### src/rtl/onn_seq_ctrl.sv
// onn_seq_ctrl: serial phase loader and run sequencer for the ONN array.
// Loads SW = N_NEURON*PHASE_W phase bits MSB-first, then runs the neuron
// bank, issuing drop/state_check strobes each PERIOD and declaring steady
// (STEADY_PERIODS change-free checks) or inconsistent (MAX_PERIODS checks).
// Ports: sclk, re (async active-high reset), data_in/load (serial load),
//   start (run pulse), state_changed (per-neuron flags) -> state, load_done,
//   re_n, drop, state_check, busy, steady, inconsistent, period_cnt,
//   n_changed.
// Option: define ONN_POPCOUNT_EN to register the popcount of state_changed
//   on n_changed; otherwise n_changed is tied to zero.
module onn_seq_ctrl #(
  parameter int N_NEURON       = 15,
  parameter int PHASE_W        = 4,
  parameter int PERIOD         = 16,
  parameter int STEADY_PERIODS = 3,
  parameter int MAX_PERIODS    = 255,
  localparam int SW  = N_NEURON * PHASE_W,
  localparam int PCW = $clog2(MAX_PERIODS + 1),
  localparam int NCW = $clog2(N_NEURON + 1)
) (
  input  logic                sclk,
  input  logic                re,
  input  logic                data_in,
  input  logic                load,
  input  logic                start,
  input  logic [N_NEURON-1:0] state_changed,
  output logic [SW-1:0]       state,
  output logic                load_done,
  output logic                re_n,
  output logic                drop,
  output logic                state_check,
  output logic                busy,
  output logic                steady,
  output logic                inconsistent,
  output logic [PCW-1:0]      period_cnt,
  output logic [NCW-1:0]      n_changed
);

  localparam int SCW = $clog2(STEADY_PERIODS + 1);
  localparam int PHW = $clog2(PERIOD);
  localparam int BCW = $clog2(SW + 1);

  typedef enum logic [2:0] {
    S_IDLE,
    S_SHIFT,
    S_READY,
    S_RUN,
    S_STEADY,
    S_TIMEOUT
  } fsm_e;

  fsm_e           fsm_q, fsm_d;
  logic [SW-1:0]  sr_q, sr_d;
  logic [BCW-1:0] bit_cnt_q, bit_cnt_d;
  logic           load_done_q, load_done_d;
  logic           re_n_q, re_n_d;
  logic           drop_q, drop_d;
  logic           check_q, check_d;
  logic           busy_q, busy_d;
  logic           steady_q, steady_d;
  logic           incons_q, incons_d;
  logic [PCW-1:0] period_q, period_d;
  logic [SCW-1:0] stable_q, stable_d;
  logic [PHW-1:0] phase_q, phase_d;

  logic [SW-1:0]  shift_in;
  logic [BCW-1:0] bit_inc;
  logic [PCW-1:0] period_inc;
  logic [SCW-1:0] stable_nx;
  logic           reload;
  logic           launch;
  logic           run_stay;

  assign shift_in = {sr_q[SW-2:0], data_in};
  assign bit_inc  = bit_cnt_q + 1'b1;

  // Saturating check counter and change-free streak.
  assign period_inc = (period_q == PCW'(MAX_PERIODS)) ?
                      period_q : period_q + 1'b1;
  assign stable_nx  = (state_changed != '0) ? '0 :
                      (stable_q == SCW'(STEADY_PERIODS)) ?
                      stable_q : stable_q + 1'b1;

  always_comb begin
    fsm_d       = fsm_q;
    sr_d        = sr_q;
    bit_cnt_d   = bit_cnt_q;
    load_done_d = load_done_q;
    steady_d    = steady_q;
    incons_d    = incons_q;
    period_d    = period_q;
    stable_d    = stable_q;
    phase_d     = phase_q;
    reload      = 1'b0;
    launch      = 1'b0;

    unique case (fsm_q)
      S_IDLE: reload = load;
      S_SHIFT: begin
        if (load) begin
          sr_d = shift_in;
          if (bit_inc == BCW'(SW)) begin
            fsm_d       = S_READY;
            bit_cnt_d   = '0;
            load_done_d = 1'b1;
          end else begin
            bit_cnt_d = bit_inc;
          end
        end else begin
          fsm_d     = S_IDLE;
          bit_cnt_d = '0;
        end
      end
      S_READY, S_STEADY, S_TIMEOUT: begin
        reload = load;
        launch = start & ~load;
      end
      S_RUN: begin
        phase_d = (phase_q == PHW'(PERIOD - 1)) ?
                  '0 : phase_q + 1'b1;
        if (check_q) begin
          period_d = period_inc;
          stable_d = stable_nx;
          // A tie between convergence and timeout resolves to steady.
          if (stable_nx == SCW'(STEADY_PERIODS)) begin
            fsm_d    = S_STEADY;
            steady_d = 1'b1;
          end else if (period_inc == PCW'(MAX_PERIODS)) begin
            fsm_d    = S_TIMEOUT;
            incons_d = 1'b1;
          end
        end
      end
      default: fsm_d = S_IDLE;
    endcase

    if (reload) begin
      fsm_d       = S_SHIFT;
      sr_d        = shift_in;
      bit_cnt_d   = BCW'(1);
      load_done_d = 1'b0;
      steady_d    = 1'b0;
      incons_d    = 1'b0;
    end

    if (launch) begin
      fsm_d    = S_RUN;
      phase_d  = '0;
      stable_d = '0;
      period_d = '0;
      steady_d = 1'b0;
      incons_d = 1'b0;
    end

    // Strobes only while staying in RUN, so stale phase never leaks
    // into the first cycle of a new run or into a terminal state.
    run_stay = (fsm_q == S_RUN) && (fsm_d == S_RUN);
    re_n_d   = (fsm_d == S_RUN);
    drop_d   = run_stay && (phase_q == PHW'(PERIOD - 1));
    check_d  = run_stay && drop_q;
    busy_d   = (fsm_d == S_SHIFT) || (fsm_d == S_RUN);
  end

  always_ff @(posedge sclk or posedge re) begin
    if (re) begin
      fsm_q       <= S_IDLE;
      sr_q        <= '0;
      bit_cnt_q   <= '0;
      load_done_q <= 1'b0;
      re_n_q      <= 1'b0;
      drop_q      <= 1'b0;
      check_q     <= 1'b0;
      busy_q      <= 1'b0;
      steady_q    <= 1'b0;
      incons_q    <= 1'b0;
      period_q    <= '0;
      stable_q    <= '0;
      phase_q     <= '0;
    end else begin
      fsm_q       <= fsm_d;
      sr_q        <= sr_d;
      bit_cnt_q   <= bit_cnt_d;
      load_done_q <= load_done_d;
      re_n_q      <= re_n_d;
      drop_q      <= drop_d;
      check_q     <= check_d;
      busy_q      <= busy_d;
      steady_q    <= steady_d;
      incons_q    <= incons_d;
      period_q    <= period_d;
      stable_q    <= stable_d;
      phase_q     <= phase_d;
    end
  end

`ifdef ONN_POPCOUNT_EN
  logic [NCW-1:0] pop;
  logic [NCW-1:0] nchg_q, nchg_d;
  logic           nchg_clr;

  always_comb begin
    pop = '0;
    for (int i = 0; i < N_NEURON; i++) begin
      pop = pop + NCW'(state_changed[i]);
    end
  end

  // Cleared by any accepted load or start; load is ignored only in RUN.
  assign nchg_clr = (load && fsm_q != S_RUN) ||
                    (start && (fsm_q == S_READY ||
                               fsm_q == S_STEADY ||
                               fsm_q == S_TIMEOUT));

  always_comb begin
    nchg_d = nchg_q;
    if (nchg_clr) begin
      nchg_d = '0;
    end else if (fsm_q == S_RUN && check_q) begin
      nchg_d = pop;
    end
  end

  always_ff @(posedge sclk or posedge re) begin
    if (re) begin
      nchg_q <= '0;
    end else begin
      nchg_q <= nchg_d;
    end
  end

  assign n_changed = nchg_q;
`else
  assign n_changed = '0;
`endif

  assign state        = sr_q;
  assign load_done    = load_done_q;
  assign re_n         = re_n_q;
  assign drop         = drop_q;
  assign state_check  = check_q;
  assign busy         = busy_q;
  assign steady       = steady_q;
  assign inconsistent = incons_q;
  assign period_cnt   = period_q;

endmodule

### config.mk
export PLATFORM = sky130hd
export DESIGN_NAME = onn_seq_ctrl
export DESIGN_NICKNAME = d
export VERILOG_FILES = /design/src/rtl/onn_seq_ctrl.sv
export SDC_FILE = /design/constraint.sdc
export NUM_CORES = 1
export LEC_CHECK = 0
export CORE_UTILIZATION = 49
export DETAILED_ROUTE_END_ITERATION = 12
export GPL_TIMING_DRIVEN = 1
export HOLD_SLACK_MARGIN = 0.06
export PLACE_DENSITY = 0.89
export RECOVER_POWER = 50
export SLEW_MARGIN = 20
export SYNTH_ARGS = -nofsm -noshare
export SYNTH_HDL_FRONTEND = slang
export SYNTH_SLANG_ARGS = --single-unit
### constraint.sdc
create_clock -name sclk -period 3.75 [get_ports sclk]
set_input_delay 0.75 -clock sclk [delete_from_list [all_inputs] [get_ports sclk]]
set_output_delay 0.75 -clock sclk [all_outputs]
set_load 0.01 [all_outputs]
==> results.json <==
{
  "core_area_mm2": 0.00781,
  "drive_above_1_share": 0.201,
  "crit_arrival_ns": 2.95,
  "yosysWarnings": 0,
  "netSwitchingPower_w": 0.000788,
  "routed_via_density": 5.63,
  "tightest_slew_ns": 2.06,
  "rows": 32,
  "fin_crit_ns": 2.71,
  "cts.sink_count": 90,
  "r2r_start": "fsm_q[1]$_DFF_PP0_",
  "power.internal_w": 0.00202,
  "die_area_mm2": 0.00850,
  "grt_pass1_vias": 2929,
  "p_leak_nw": 2.36,
  "setup-tns-final_ns": 0,
  "critPathMaxStageDelay_ns": 0.67,
  "rsz0062_at_grt": "no",
  "cts_hold_buf": 0,
  "top_usage_layer": "met2",
  "cts_tree": "yes",
  "cts_root_buf": "clkbuf_8",
  "use_met2": 0.350,
  "share_clk_of_total_power": 0.286,
  "synth_ff_type": "dfrtp_1",
  "clk_path_buf_depth": 2,
  "crit_fanout": 10,
  "seq_area_frac_synth": 0.565,
  "wl_per_cell_um": 16.1,
  "placed_area_mm2": 0.00499,
  "routed_wl_mm": 8.45,
  "synth-async-reset-ratio": 1.00,
  "initial_core_util": 0.511,
  "cts_setup_buffers": 0,
  "status": "complete, but fails checks",
  "grt_usage": 0.214,
  "grt_overflow": 0,
  "hold_path.class": "reg2reg",
  "portBuffers": 94,
  "htreeDepth": 3,
  "drv_cap": 1,
  "grt_pass1_wl_mm": 14.3,
  "vias": 2948,
  "power_frac_seq": 0.470,
  "place_congestion": 0.857,
  "synth_edf_count": 0,
  "crit_path_start_kind": "input port",
  "path_class": "in2reg",
  "cts_made_buffers": 9,
  "dp_hpwl_mm": 5.89,
  "powerDensity_mw_per_mm2": 537,
  "layout_commonest_cell": "dfrtp_1",
  "end_kind": "flip-flop",
  "use_met1": 0.288,
  "setup_slack_ns": 1.04,
  "ys_ff_latch": 90,
  "period_share": 0.722,
  "setup_viol": 0,
  "hold_viol": 0,
  "route.detailed.drc": 0,
  "drt-initial-drc-count": 91,
  "min_from": "load_done$_DFFE_PP0P_",
  "fin_nets": 441,
  "synth_area_per_cell_um2": 12.3,
  "syn_inst": 325,
  "design_area_mm2": 0.00523,
  "diodes": 0,
  "fin_skew_ns": 0.00922,
  "area_growth_pct": 31.1,
  "drt_pass1_iterations": 5,
  "fin_util": 0.669,
  "ys_types": 53,
  "crit_required_ns": 3.99,
  "p_comb_frac": 0.244,
  "ant_nets": 0,
  "syn_area_mm2": 0.00399,
  "placedCellCount": 508,
  "crit_start": "load",
  "antenna_found_initial": 0,
  "maxSlewViolCount": 47,
  "ios": 99,
  "critical_path.cell_chain": "dlygate4sd3_1, nand2b_1, a21oi_1, nor2_1, o21bai_1, mux2_4",
  "final_cell_mix": "dfrtp_1 (90), clkdlybuf4s50_1 (67), mux2_2 (61), dlygate4sd3_1 (27), nand2_1 (18)",
  "use_met3": 0.0357,
  "fin_cells": 524,
  "clk_latency_ns": 0.35,
  "slowest_stage": "dlygate4sd3_1",
  "fmax_mhz": 370,
  "netSwitchingFraction": 0.281,
  "chipWidth_um": 92.2,
  "ir_worst_vdd_mv": 0.225,
  "max-slew-margin-rel": -0.382,
  "place_ws_ns": 1.18,
  "die_h_um": 92.2,
  "failed_checks": "capacitance limit, slew limit",
  "grt_max_degree": 61,
  "cts-resized-gates": 0,
  "clk_pin_slew_ns": 0.09
}
[area by class of cell]
type / count / area, um^2
Inverter: 7 / 27.5
Clock inverter: 7 / 124
Sequential cell: 90 / 2250
Timing Repair Buffer: 96 / 968
Clock buffer: 9 / 124
Tap cell: 102 / 128
Multi-Input combinational cell: 213 / 1600
Fill cell: 589 / 2580
[per-layer routing]
layer,part of all wire,routed length (um),vias to the layer above
met5,0,0,-
met4,0.015,128,0
met3,0.047,396,13
met2,0.50,4260,120
met1,0.43,3670,1467
li1,-,-,1348
[path summary, 6_finish.rpt]
kind,to,slack (ns),depth (start not counted)
worst max-delay path,period_cnt[0]$_DFFE_PP0P_,1.04,6
worst min-delay path,load_done$_DFFE_PP0P_,0.53,1
worst max register to register,period_cnt[0]$_DFFE_PP0P_,1.22,5
worst min register to register,load_done$_DFFE_PP0P_,0.53,1
max in group asynchronous,fsm_q[2]$_DFF_PP0_,1.41,3
min in group asynchronous,state[54]$_DFFE_PP0P_,1.40,2
[synthesized netlist by cell type (2+ instances only)]
cell type,instances,area share
nand4_1,3,0.0047
nand2_1,19,0.018
xor2_1,2,0.0044
nor3_1,4,0.0050
nand3b_1,2,0.0038
mux2_2,61,0.17
and4_1,4,0.0088
nor4_1,3,0.0047
dfrtp_1,90,0.56
or3_1,2,0.0031
nand3_1,15,0.019
o21ai_0,16,0.020
a21o_1,3,0.0056
a31oi_1,5,0.0078
a211oi_1,3,0.0056
a22o_1,4,0.0088
and3_1,2,0.0031
ha_1,4,0.013
clkbuf_1,3,0.0028
and2_1,2,0.0031
inv_1,7,0.0066
a21oi_1,13,0.016
nand2b_1,4,0.0063
nor2b_1,2,0.0031
nor2_1,12,0.011
buf_4,4,0.0075
buf_2,9,0.011
o211ai_1,2,0.0038
[stage by stage]
stage	power (W)	hold slack [ns]
2_1_floorplan	0.00163	0.463
3_3_place_gp	0.00199	0.501
3_5_place_dp	0.00205	0.506
4_1_cts	0.00285	0.530
5_1_grt	0.00294	0.542
6_report	0.00280	0.525
[state kept, by name (all words and copies together) (netlist names), 2 cells and up]
signal,count
bit_cnt_q,6
fsm_q,3
period_cnt,8
phase_q,4
stable_q,2
state,60
[cell families after synthesis]
| logic type | count (synthesis) | synth area share |
|---|---|---|
| AOI/OAI and AO/OA | 58 | 0.0951 |
| buffers and inverters | 25 | 0.0323 |
| and+or+nand+nor | 80 | 0.106 |
| xor gates and xnor gates | 3 | 0.00659 |
| adders and majority gates | 5 | 0.0151 |
| other | 1 | 0.000941 |
| muxes | 63 | 0.179 |
| DFF | 90 | 0.565 |
[critical path: cells and delay by family]
family                 cells  cell delay, ns
multiplexers               1            0.26
buffers and inverters      1            0.67
AO/OA/AOI/OAI              2            0.87
AND/OR/NAND/NOR            2            0.39
[power by group through the flow]
stage	registers, W	logic [W]	clock network, W
finish	0.00132	0.000685	0.000801
global route	0.00135	0.000739	0.000851
CTS	0.00132	0.000718	0.000814
detailed placement	0.00134	0.000713	0
global placement	0.00132	0.000678	0
floorplan	0.00137	0.000270	0
No activity file was read; power rests on OpenSTA's default activity.
